### config.mk
export PLATFORM = sky130hd
export DESIGN_NAME = stackcalc_feeder
export DESIGN_NICKNAME = d
export VERILOG_FILES = /design/src/rtl/stackcalc_feeder.sv
export SDC_FILE = /design/constraint.sdc
export NUM_CORES = 1
export LEC_CHECK = 0
export CORE_MARGIN = 2
export CORE_UTILIZATION = 35
export DETAILED_ROUTE_END_ITERATION = 10
export DONT_BUFFER_PORTS = 1
export PLACE_DENSITY = 0.48
export SLEW_MARGIN = 20
export SYNTH_ARGS = -nofsm -noshare
export SYNTH_HDL_FRONTEND = slang
export SYNTH_SLANG_ARGS = --single-unit
### constraint.sdc
create_clock -name globclk -period 3.85 [get_ports globclk]
set_clock_uncertainty 0.05 [all_clocks]
set_input_delay 0.1925 -clock globclk [delete_from_list [all_inputs] [get_ports globclk]]
set_output_delay 0.1925 -clock globclk [all_outputs]
set_load 0.01 [all_outputs]
### src/rtl/stackcalc_feeder.sv
// Command FIFO and slow-clock/reset sequencer in front of the stack calculator.
// Optional FEEDER_ISSUECNT_EN adds a 16-bit count of issued commands.
module stackcalc_feeder #(
  parameter int unsigned DEPTH       = 8,
  parameter int unsigned HALF_PERIOD = 2
) (
  input  logic                     globclk,
  input  logic                     rst_n,
  input  logic                     cmd_valid,
  output logic                     cmd_ready,
  input  logic [1:0]               cmd_mode,
  input  logic [3:0]               cmd_data,
  input  logic                     calc_rst_req,
  output logic [7:0]               calc_in,
  input  logic [7:0]               calc_out,
  output logic                     res_valid,
  output logic [7:0]               res_data,
  output logic [$clog2(DEPTH):0]   level,
  output logic                     busy
`ifdef FEEDER_ISSUECNT_EN
  ,
  output logic [15:0]              issue_count
`endif
);

  localparam int unsigned AW = $clog2(DEPTH);
  localparam int unsigned TW = $clog2(HALF_PERIOD + 1);
  localparam logic [AW:0]   FULL_LEVEL = (AW + 1)'(DEPTH);
  localparam logic [TW-1:0] TIMER_LAST = TW'(HALF_PERIOD - 1);

  typedef enum logic [2:0] {
    S_IDLE, S_SETUP, S_HIGH, S_HOLD, S_CAPTURE, S_RST_A, S_RST_B, S_RST_C
  } state_t;

  state_t          state_q, state_d;
  logic [TW-1:0]   timer_q;
  logic [5:0]      mem [DEPTH];
  logic [AW-1:0]   wr_ptr_q, rd_ptr_q;
  logic [AW:0]     count_q;
  logic            rst_pending_q;
  logic [7:0]      calc_in_q;
  logic            res_valid_q;
  logic [7:0]      res_data_q;
  logic            calc_rst_d, calc_clk_d;
  logic            timer_last, push, pop, enter_rst;

  assign timer_last = (timer_q == TIMER_LAST);
  assign cmd_ready  = (count_q != FULL_LEVEL);
  assign push       = cmd_valid && cmd_ready;
  assign pop        = (state_q == S_IDLE) && !rst_pending_q && (count_q != '0);
  assign enter_rst  = (state_q == S_IDLE) && (state_d == S_RST_A);

  // State register; the phase timer restarts on every state change
  always_ff @(posedge globclk or negedge rst_n) begin
    if (!rst_n) begin
      state_q <= S_IDLE;
      timer_q <= '0;
    end else begin
      state_q <= state_d;
      timer_q <= (state_d != state_q) ? '0 : timer_q + TW'(1);
    end
  end

  always_comb begin
    state_d = state_q;
    case (state_q)
      S_IDLE:    if (rst_pending_q)        state_d = S_RST_A;
                 else if (count_q != '0)   state_d = S_SETUP;
      S_SETUP:   if (timer_last) state_d = S_HIGH;
      S_HIGH:    if (timer_last) state_d = S_HOLD;
      S_HOLD:    if (timer_last) state_d = S_CAPTURE;
      S_CAPTURE: state_d = S_IDLE;
      S_RST_A:   if (timer_last) state_d = S_RST_B;
      S_RST_B:   if (timer_last) state_d = S_RST_C;
      S_RST_C:   if (timer_last) state_d = S_IDLE;
      default:   state_d = S_IDLE;
    endcase
  end

  // Calculator clk/rst are decoded from the next state so the registered bus lines up with it
  always_comb begin
    calc_rst_d = 1'b0;
    calc_clk_d = 1'b0;
    case (state_d)
      S_HIGH:           calc_clk_d = 1'b1;
      S_RST_A, S_RST_C: calc_rst_d = 1'b1;
      S_RST_B: begin
        calc_rst_d = 1'b1;
        calc_clk_d = 1'b1;
      end
      default: ;
    endcase
  end

  always_ff @(posedge globclk) begin
    if (push) mem[wr_ptr_q] <= {cmd_mode, cmd_data};
  end

  always_ff @(posedge globclk or negedge rst_n) begin
    if (!rst_n) begin
      wr_ptr_q <= '0;
      rd_ptr_q <= '0;
      count_q  <= '0;
    end else begin
      if (push) wr_ptr_q <= wr_ptr_q + AW'(1);
      if (pop)  rd_ptr_q <= rd_ptr_q + AW'(1);
      case ({push, pop})
        2'b10:   count_q <= count_q + (AW + 1)'(1);
        2'b01:   count_q <= count_q - (AW + 1)'(1);
        default: ;
      endcase
    end
  end

  // A request landing on the RST_A entry cycle wins, so it is never lost
  always_ff @(posedge globclk or negedge rst_n) begin
    if (!rst_n) begin
      rst_pending_q <= 1'b1;
      calc_in_q     <= 8'h02;
      res_valid_q   <= 1'b0;
      res_data_q    <= '0;
    end else begin
      rst_pending_q  <= calc_rst_req || (rst_pending_q && !enter_rst);
      if (pop) calc_in_q[7:2] <= mem[rd_ptr_q];
      calc_in_q[1:0] <= {calc_rst_d, calc_clk_d};
      res_valid_q    <= (state_q == S_CAPTURE);
      if (state_q == S_CAPTURE) res_data_q <= calc_out;
    end
  end

`ifdef FEEDER_ISSUECNT_EN
  logic [15:0] issue_cnt_q;

  always_ff @(posedge globclk or negedge rst_n) begin
    if (!rst_n)   issue_cnt_q <= '0;
    else if (pop) issue_cnt_q <= issue_cnt_q + 16'd1;
  end

  assign issue_count = issue_cnt_q;
`endif

  assign calc_in   = calc_in_q;
  assign res_valid = res_valid_q;
  assign res_data  = res_data_q;
  assign level     = count_q;
  assign busy      = (state_q != S_IDLE) || rst_pending_q;

endmodule
== Yosys cells after proc, flatten, opt, wreduce, memory -nomap -nowiden ==
Memories as Yosys holds them, arrays and structs flattened. A register that Yosys moved wholly into a read port is not among the register bits.
Index checks and enable logic that the tools add are counted.
Operators by class
  add/sub/neg operators: 5
  equal/unequal tests: 16
  mux-type cells: 15
  reductions and logical operators: 16
Operator list (number)
  two-way mux 3 bit: 8
  one-hot mux 3 bit (8 select lines): 1
  equality test 3 bit, second input constant: 7
  equality test 3 x 2 -> 1 bit, second input constant: 3
  one-hot mux 4 bit (2 select lines): 1
  adder 3 x 1 -> 3 bit, second input constant: 2
  logical AND 1 bit: 5
  adder 4 x 1 -> 4 bit, second input constant: 1
  equality test 2 x 1 -> 1 bit, second input constant: 2
  two-way mux 1 bit: 4
  != test 4 bit, second input constant: 1
  nonzero test 4 bit: 1
  subtractor 4 x 1 -> 4 bit, second input constant: 1
  equality test 3 x 1 -> 1 bit, second input constant: 1
  zero test 1 bit: 3
  zero test 3 bit: 1
  != test 3 bit: 1
  nonzero test 3 bit: 1
  OR reduction 3 bit: 1
  adder 2 x 1 -> 2 bit, second input constant: 1
  equality test 2 bit, second input constant: 1
  logical OR 1 bit: 2
  two-way mux 2 bit: 1
  nonzero test 2 bit: 1
  OR reduction 2 bit: 1
Word-level totals
  flip-flop bits (word level): 27
  RAM bits: 48
  input port bits: 18
  logic and storage cells: 62
  memories kept: 1
Memories
  mem: words 8, bits a word 6, read ports 1, clocked after memory_dff 1, wr ports 1, line 37  | logic [5:0] mem [DEPTH];

== Logic depth before layout (Yosys ltp) ==
Gate-level depths: netlist of run 1.
  depth after elaboration: 9
  gate-level depth with buffers: 10

== Worst setup path before layout of run 1 ==
OpenSTA, ideal clock, no wires.
  path type: register to register
  start point: reg count_q[1] (netlist: level[1])
  end point: reg count_q[3] (netlist: level[3])
  library setup time: 0.116 ns
  arrival time: 2.276 ns
  data required time: 3.684 ns
  slack: 1.408 ns
  stages on the path, launching flop included: 9
  clock period less this slack: 2.442 ns
  cells stage by stage: dfrtp_1 or4_4 nand2_4 inv_2 ha_1 ha_1 a21oi_1 o21ai_0 o311ai_0
Between the ends
  cells in the longest elaborated chain, start to end: 4
  elaborated cells on any way between the ends: 10
  those cells by class: 2 x add/sub; 3 x eq/ne; 1 x mux; 4 x reduce/logical
Ends and longest elaborated chain
  start, declared: line 39  | logic [AW:0] count_q;
  start signal, assigned: line 108  | 2'b10: count_q <= count_q + (AW + 1)'(1);
  start signal, assigned: line 109  | 2'b01: count_q <= count_q - (AW + 1)'(1);
  nonzero test 4 bit *: line 50  | assign pop = (state_q == S_IDLE) && !rst_pending_q && (count_q != '0);
  logical AND 1 bit *: line 50
  net pop: line 45  | logic timer_last, push, pop, enter_rst;
  equality test 2 x 1 -> 1 bit or equality test 2 bit (tied branches): line 107  | case ({push, pop})
  one-hot mux 4 bit (2 select lines) or nonzero test 2 bit (tied branches)
Mark *: on every way through the listed nets, which the timed path passes. The rest lies on a longest branch.
A chain may end at the register's enable or synchronous reset.

== Worst setup path after layout of run 1 ==
Ends and elaborated chain as after synthesis.

==> flow_summary.ini, run 1 <==
[floorplan]
start_util_pct = 36.3
num_rows = 35
core_um2 = 9280
die-area_um2 = 10400
fp.dieH_um = 102
die_w_um = 102
io-pin-count = 41

[worst_hold_path]
hold_depth = 2
worstHoldStart = cmd_valid
min_path_type = in -> reg

[place]
gp_congestion = 0.766
io_buffers = 0
placed_cells = 336
hpwl_um = 3950

[critical_path]
worstPathArrival_ns = 2.96
cp.depth = 8
reg2reg_from = level[1]
criticalPathCategory = reg -> reg
max_stage_delay_ns = 0.59
crit_chain = or4_4 > nand2_4 > inv_2 > ha_1 > ha_1 > a21oi_1 > o21ai_0 > o311ai_0
cp-end-kind = flip-flop
critPathLaunchType = flip-flop
critPathSlowestCell = or4_4
critical-path-top-delay-family = simple AND/OR/NAND/NOR gates
ff2ff_path_depth = 8
crit_start = level[1]
crit_required_ns = 4.03
reg2reg_slack_ns = 1.08
critPathBufInv = 1
critPathMaxFanout = 15
crit_top_cell = ha_1

[sta]
fin_crit_sh_pct = 72.1
clock.fmax_mhz = 360
final_hold_viol_count = 0
rsz0062_at_grt = false
relSlewSlack_pct = 50.3
slew_violations = 0
setup_violations = 0
holdWs_ns = 0.138
max_slew.worst_pin.slew_ns = 0.742
finalCriticalPeriod_ns = 2.77
setup-tns-final_ns = 0

[clock_network]
clk_path_buf_depth = 2
clk_pin_slew_ns = 0.08
ctsRootBufferMaster = clkbuf_8
htree_levels = 3
insertion_delay_ns = 0.34
cts_sinks = 81
cts_buffers = 9
cts-resized-gates = 0
cts_tree = done

[outcome]
status = finished, final reports clean

[layout]
area_delta_synth_final_pct = 15.9
drive_gt1_share_pct = 16.6
diodes = 0
layout_commonest_cell = edfxtp_1
most-common-layout-cells = 48 x edfxtp_1, 31 x dfrtp_1, 17 x dlygate4sd3_1
nets = 261
stdcell_count = 370
final_util_pct = 42.1
fillers = 865

[global_route]
grt_usage_pct = 12.8
grt_pass1_vias = 1773
grt_antenna_before_repair = 0
grt_pass1_wl_um = 9600
grt_overflow = 0
grt_max_degree = 34

[synth]
ys_warn_count = 0
postSynthAreaPerCell_um2 = 16.1
syn_nets = 234
synthCells = 209
async_flop_share_pct = 40.7
synth_edf_count = 48
ys_ff_latch = 81
synthFlopType = edfxtp_1
yosysSeqAreaShare_pct = 67.3
synthDistinctLibCells = 40
syn_area_um2 = 3370

[route]
via_count = 1774
drt_wl_total_um = 6180
first_pass_iters = 6
vias_per_cell = 4.79
drtIter0Drc = 98
avgRoutedWirePerCell_um = 16.7
ant_nets = 0
post-route-drc-count = 0

[pwr]
finalPower_w = 0.00269
power_leakage_nw = 1.45
p_per_area_nw_per_um2 = 688
ir_worst_vdd_mv = 0.292

[flow_run]
cap_viol_max_count = 0
## worst register-to-register path, delay by kind of cell (launching register included)
kind                     cells  cell delay [ns]
AO/OA/AOI/OAI                3             0.71
adder cells (fa/ha/maj)      2             0.58
buffers and inverters        1             0.08
flip-flops                   1             0.47
AND/OR/NAND/NOR              2             0.77
## cell type report
cell class / instances / area (um^2) / area share [%]
clock buffers: 13 / 181 / 4.64
clock inverters: 3 / 21.3 / 0.544
inverters: 9 / 33.8 / 0.864
multi-input cells: 112 / 1010 / 25.9
flip-flops and latches: 81 / 2270 / 58.1
well taps: 129 / 161 / 4.13
repair buffers: 23 / 228 / 5.83
## cell usage after synthesis (all sizes together) (2+ instances only)
cell | count | area share (%)
mux4 | 12 | 9.0
o21ai | 12 | 1.8
inv | 9 | 1.0
nand2 | 18 | 2.3
or3 | 2 | 0.37
xnor2 | 6 | 1.6
mux2i | 7 | 2.1
nand3 | 2 | 0.30
mux2 | 9 | 3.0
a21oi | 4 | 0.59
nor3 | 6 | 0.89
nor4 | 4 | 1.2
nor2 | 9 | 1.1
buf | 6 | 1.5
dfstp | 2 | 1.6
dfrtp | 31 | 23
edfxtp | 48 | 43
ha | 6 | 2.2
nand2b | 4 | 0.74
## cell families after synthesis
group / count (synthesis) / synth area share [%]
buffers and inverters: 16 / 2.63
multiplexers: 28 / 14.1
AO/OA/AOI/OAI: 20 / 3.27
AND/OR/NAND/NOR: 50 / 8.05
flip-flops: 81 / 67.3
XOR/XNOR: 7 / 1.82
adder cells (fa/ha/maj): 7 / 2.82
## path summary, 6_finish.rpt
kind / endpoint
worst max-delay path: level[3]
worst min-delay path: wr_ptr_q[0]
worst max register to register: level[3]
worst min register to register: timer_q[0]
max in group asynchronous: rst_pending_q
min in group asynchronous: res_data[3]
## metrics by stage
step,setup slack [ns],cell area [um^2]
2_1_floorplan,1.41,3370
3_3_place_gp,1.17,3520
3_5_place_dp,1.11,3520
4_1_cts,1.08,3910
5_1_grt,0.819,3910
6_report,1.08,3910
## flip-flops by register name (all words and copies together) (netlist names)
name / flops
state_q: 3
res_data: 8
res_valid: 1
timer_q: 2
rst_pending_q: 1
calc_in: 8
level: 4
wr_ptr_q: 3
mem: 48
rd_ptr_q: 3
## power by group
group	internal, W	switching, W
combinational	0.000330	0.000285
clock	0.000314	0.000301
sequential	0.00117	0.000293
total	0.00181	0.000879
## what timing repair did
item	in CTS	in global routing
hold buffers	18	0
buffers inserted	0	0
hold endpoints to repair	91	0
## per-layer routing
layer  vias up  track usage (%)  routed length, um
met2        35             19.5               2860
met1       886             17.1               2980
met4         0             5.54                108
met5         -                0                  0
li1        841                -                  -
met3        12             3.97                236
(Power assumes the default switching activity.)
==> inputs of run 2 (changes only) <==
--- a/config.mk
+++ b/config.mk
@@ -9,7 +9,7 @@
 export CORE_UTILIZATION = 35
 export DETAILED_ROUTE_END_ITERATION = 10
 export DONT_BUFFER_PORTS = 1
-export PLACE_DENSITY = 0.48
+export PLACE_DENSITY = 0.5
 export SLEW_MARGIN = 20
 export SYNTH_ARGS = -nofsm -noshare
 export SYNTH_HDL_FRONTEND = slang
==> constraint.sdc (replaced) <==
create_clock -name globclk -period 2.2 [get_ports globclk]
set_clock_uncertainty 0.05 [all_clocks]
set_input_delay 0.11 -clock globclk [delete_from_list [all_inputs] [get_ports globclk]]
set_output_delay 0.11 -clock globclk [all_outputs]
set_load 0.01 [all_outputs]
==> run 2 against run 1 <==
Fmax is 26% higher. First-iteration DRC count down 40%. Largest power group unchanged. Final cell count increased by 5.7%. Setup slack got worse by 1.1 ns. Combinational power increased by 140%. Total power rose by 86%. Wire length is 3.8% higher. Core utilization is 2.7 points higher. Register-to-register slack lost 1.1 ns. Design area increased by 6.4%. Sequential power up 68%.
==> flow_summary.ini, run 2 (synthesis results as in run 1) <==
[outcome]
status = finished, final reports clean

[layout]
nets = 282
fillers = 855
largest-register = mem
most-common-layout-cells = 48 x edfxtp_1, 29 x dfrtp_1, 26 x buf_4
layout_commonest_cell = edfxtp_1
drive_gt1_share_pct = 29.0
largest_register_ffs = 48
diodes = 0
final_util_pct = 44.8
area_delta_synth_final_pct = 23.3

[pwr]
ir_worst_vdd_mv = 0.563
p_sw_share_pct = 32.1
p_per_area_nw_per_um2 = 1210
p_seq_share_pct = 49.0
finalPower_w = 0.00501
power_leakage_nw = 1.55
clockPowerShare_pct = 21.7
p_comb_share_pct = 29.3
cellInternalPower_w = 0.00341
power.net_switching_w = 0.00161

[critical_path]
critPathMaxFanout = 4
criticalPathCategory = reg -> reg
crit_required_ns = 2.36
worstPathArrival_ns = 2.36
cp-end-kind = flip-flop
critPathLaunchType = flip-flop

[clock_network]
cts_sinks = 81
htree_levels = 3
cts_buffers = 9
clk_pin_slew_ns = 0.08
clk_path_buf_depth = 2
ctsRootBufferMaster = clkbuf_8
cts_tree = done
insertion_delay_ns = 0.34

[route]
post-route-drc-count = 0
vias_per_cell = 4.72
ant_nets = 0
drtIter0Drc = 59
via_count = 1845
drt_wl_total_um = 6420
first_pass_iters = 4
avgRoutedWirePerCell_um = 16.4

[worst_hold_path]
min_path_type = in -> reg

[sta]
clock.fmax_mhz = 456
finalCriticalPeriod_ns = 2.19
rsz0062_at_grt = true
setup_violations = 0
max_slew.worst_pin.slew_ns = 0.730
fin_crit_sh_pct = 99.7
slew_violations = 0
fin_ws_ns = 0.00671
final_hold_viol_count = 0
setup-tns-final_ns = 0
relSlewSlack_pct = 51.1

[flow_run]
cap_viol_max_count = 0

[place]
hpwl_um = 4070
io_buffers = 0
place_worst_setup_slack_ns = -0.0572
gp_congestion = 0.777

[floorplan]
fp.dieH_um = 102
io-pin-count = 41
start_util_pct = 36.3
core_um2 = 9280
die-area_um2 = 10400
num_rows = 35
die_w_um = 102

[global_route]
grt_antenna_before_repair = 0
grt_overflow = 0
grt_usage_pct = 13.1
grt_pass1_wl_um = 9720
grt_pass1_vias = 1814
grt_max_degree = 34
==> run 2: changes by cell type in the layout (fill, tap and decap cells not counted), sizes merged <==
cell / before / now
buf: 6 / 27
clkbuf: 13 / 15
clkinv: 2 / 0
==> run 2: layout make-up <==
class | count | area [um^2] | share of cell area, %
inverters | 9 | 36.3 | 0.872
repair buffers | 44 | 385 | 9.27
flip-flops and latches | 81 | 2270 | 54.6
clock buffers | 15 | 198 | 4.75
multi-input cells | 112 | 1100 | 26.4
well taps | 129 | 161 | 3.88
clock inverters | 1 | 7.51 | 0.181
==> run 2: path summary, 6_finish.rpt <==
path                               to  depth (start not counted)       start  slack, ns
setup / recovery             level[3]                          9    level[1]      0.007
hold / removal              mem[4][0]                          2   cmd_valid       0.11
setup reg to reg             level[3]                          9    level[1]      0.007
hold reg to reg            timer_q[0]                          1  timer_q[0]       0.40
max in group asynchronous  calc_in[1]                          2       rst_n       1.69
min in group asynchronous  calc_in[7]                          2       rst_n       0.17
==> run 2: repair_timing <==
| action | in CTS | in global routing |
|---|---|---|
| endpoints found under the hold margin | 91 | 0 |
| buffers inserted | 5 | 0 |
| hold buffers | 18 | 0 |
| gates resized for setup | 3 | 6 |
| setup endpoints to repair | 1 | 3 |
| cloned | 0 | 0 |
| pin swaps | 6 | 4 |
==> run 2: per-layer routing <==
layer	part of all wire, %	wire length, um	vias up	GRT usage, %
met4	1.2	77	0	5.85
li1	-	-	878	-
met5	0	0	-	0
met1	46	2920	926	16.9
met2	50	3190	35	20.6
met3	3.5	224	6	3.90
==> run 2: stage by stage <==
step,std cells,hold WS [ns],area [um^2]
floorplan,209,-0.236,3400
global placement,352,-0.235,3670
detailed placement,352,-0.235,3670
CTS,391,0.0996,4110
global route,391,0.109,4160
finish,391,0.105,4160
==> run 2: worst max-delay path: stages (launching register included) <==
cell and delay (ns):
dfrtp_2 0.41, or4_4 0.56, nand2_4 0.09, inv_4 0.04, ha_4 0.17, ha_4 0.27
inv_2 0.04, nor4_2 0.22, nand4b_1 0.14, o311ai_1 0.09
==> run 2: power by group through the flow <==
stage | clock network (W) | registers, W | logic (W)
3_5_place_dp | 0 | 0.00250 | 0.00133
5_1_grt | 0.00121 | 0.00252 | 0.00164
2_1_floorplan | 0 | 0.00240 | 0.000972
3_3_place_gp | 0 | 0.00248 | 0.00131
6_report | 0.00109 | 0.00245 | 0.00147
4_1_cts | 0.00112 | 0.00246 | 0.00144
==> inputs of run 3 (changes only) <==
--- a/config.mk
+++ b/config.mk
@@ -5,11 +5,11 @@
 export SDC_FILE = /design/constraint.sdc
 export NUM_CORES = 1
 export LEC_CHECK = 0
+export BUFFER_PORTS_ARGS = -buffer_cell sky130_fd_sc_hd__buf_2
 export CORE_MARGIN = 2
 export CORE_UTILIZATION = 35
 export DETAILED_ROUTE_END_ITERATION = 10
-export DONT_BUFFER_PORTS = 1
-export PLACE_DENSITY = 0.5
+export PLACE_DENSITY = 0.54
 export SLEW_MARGIN = 20
 export SYNTH_ARGS = -nofsm -noshare
 export SYNTH_HDL_FRONTEND = slang
==> run 3 against run 2 <==
The run now ends with negative setup slack left. Global-route usage decreased by 0.20 points. Setup slack lost 0.065 ns. Design area rose by 2.5%. Worst hold slack got worse by 0.085 ns. First-iteration DRC count increased by 24%. Non-clock buffer count rose by 38. Final cell count rose by 9.7%. Core utilization is 1.1 points higher. Combinational power rose by 15%. Wire length fell by 4.1%. Sequential power fell by 5%. Critical path type unchanged. Largest cell class unchanged. Highest routed layer unchanged.
==> flow_summary.ini, run 3 (synthesis results as in run 1) <==
[outcome]
status = finished with violations
violations = negative setup slack

[pwr]
power_leakage_nw = 1.68
p_per_area_nw_per_um2 = 1160
finalPower_w = 0.00496
ir_worst_vdd_mv = 0.446

[layout]
layout_commonest_cell = edfxtp_1
largest-register = mem
multi_input_area_um2 = 1070
nets = 320
stdcell_count = 429
area_delta_synth_final_pct = 26.4
drive_gt1_share_pct = 37.7
most-common-layout-cells = 48 x edfxtp_1, 40 x buf_2, 29 x dfrtp_1
largest_register_ffs = 48
layout.area.seq_um2 = 2270
diodes = 0
design_area_um2 = 4260
fillers = 859

[place]
place_area_um2 = 3870
io_buffers = 40
hpwl_um = 4080
placed_cells = 392
gp_congestion = 0.687

[clock_network]
cts_sinks = 81
cts_tree = done
insertion_delay_ns = 0.34
clk_path_buf_depth = 2
ctsRootBufferMaster = clkbuf_8
cts_buffers = 9
clk_pin_slew_ns = 0.08
htree_levels = 3

[route]
post-route-drc-count = 0
vias_per_cell = 4.53
avgRoutedWirePerCell_um = 14.3
drtIter0Drc = 73
ant_nets = 0
first_pass_iters = 3
via_count = 1945
drt_wl_total_um = 6150

[critical_path]
criticalPathCategory = reg -> reg
critPathBufInv = 1
critPathLaunchType = flip-flop
crit_required_ns = 2.36
critical-path-top-delay-family = simple AND/OR/NAND/NOR gates
max_stage_delay_ns = 0.56
cp-end-kind = flip-flop
worstPathArrival_ns = 2.42
critPathMaxFanout = 3
critPathSlowestCell = or4_4
crit_chain = or4_4 > nand2_4 > inv_4 > ha_4 > ha_1 > a21oi_2 > o21ai_1 > nand4b_1 > o311ai_2

[floorplan]
die-area_um2 = 10400
core_um2 = 9280
num_rows = 35
die_w_um = 102
start_util_pct = 36.3
fp.dieH_um = 102
io-pin-count = 41

[sta]
holdWs_ns = 0.0203
setup-tns-final_ns = -0.0583
clock.fmax_mhz = 443
finalCriticalPeriod_ns = 2.26
fin_crit_sh_pct = 103
max_slew.worst_pin.slew_ns = 0.999
relSlewSlack_pct = 32.9
final_hold_viol_count = 0
rsz0062_at_grt = true
setup_violations = 1
fin_ws_ns = -0.0583
slew_violations = 0

[worst_hold_path]
min_path_type = in -> reg

[global_route]
grt_pass1_vias = 1902
grt_overflow = 0
grt_pass1_wl_um = 9760
grt_usage_pct = 12.9
grt_max_degree = 34
grt_antenna_before_repair = 0

[flow_run]
cap_viol_max_count = 0
run 3: changes by cell type in the layout (fill, tap and decap cells not counted), moves of 2 or more:
cell | before | now
nor3_1 | 2 | 5
o21ai_1 | 4 | 6
clkinv_2 | 0 | 2
nor3_2 | 4 | 1
clkbuf_8 | 12 | 9
buf_2 | 0 | 40
run 3: final timing paths:
path                            start           to  slack (ns)  cells past startpoint
setup / recovery             level[0]     level[3]       -0.06                      9
hold / removal              cmd_valid  wr_ptr_q[2]        0.02                      3
setup reg to reg             level[0]     level[3]       -0.06                      9
hold reg to reg            timer_q[0]   timer_q[0]        0.39                      1
max in group asynchronous       rst_n     level[0]        1.23                      2
min in group asynchronous       rst_n     level[2]        0.33                      2
run 3: per-layer routing:
metal | vias up | track usage [%] | share of wire (%) | routed length, um
met3 | 8 | 3.15 | 2.8 | 174
met5 | - | 0 | 0 | 0
met2 | 26 | 20.5 | 50 | 3070
met4 | 0 | 6.77 | 2.3 | 144
li1 | 957 | - | - | -
met1 | 954 | 16.5 | 45 | 2770
run 3: final cells by class:
class	instances	share of cell area [%]
clock buffer	10	2.99
clock inverter	6	0.998
multi-input combinational	112	25.0
inverter	9	0.851
tap	129	3.79
timing repair buffer	82	13.0
sequential	81	53.3
run 3: where the power goes:
group / total (W) / switching (W) / internal, W
Sequential: 0.00232 / 0.000277 / 0.00204
Combinational: 0.00169 / 0.000798 / 0.000895
Clock: 0.000943 / 0.000532 / 0.000412
run 3: what timing repair did:
item	CTS	global route
resized for setup	3	6
endpoints found under the hold margin	88	0
setup endpoints to repair	2	3
setup buffers	2	3
hold buffers	16	0
pin swaps	6	5
run 3: per-stage QoR:
| step | utilization (%) | worst slack, ns |
|---|---|---|
| 3_5_place_dp | 41.7 | -0.0674 |
| 2_1_floorplan | - | -0.0749 |
| 3_3_place_gp | 41.7 | -0.00833 |
| 5_1_grt | 45.9 | -0.129 |
| 6_report | 45.9 | -0.0583 |
| 4_1_cts | 45.5 | -0.0164 |
run 3: tightest hold or removal path: cells and delay by family:
family	cells	cell delay, ns
buf+inv	1	0.12
simple gates	1	0.08
xor+xnor	1	0.06
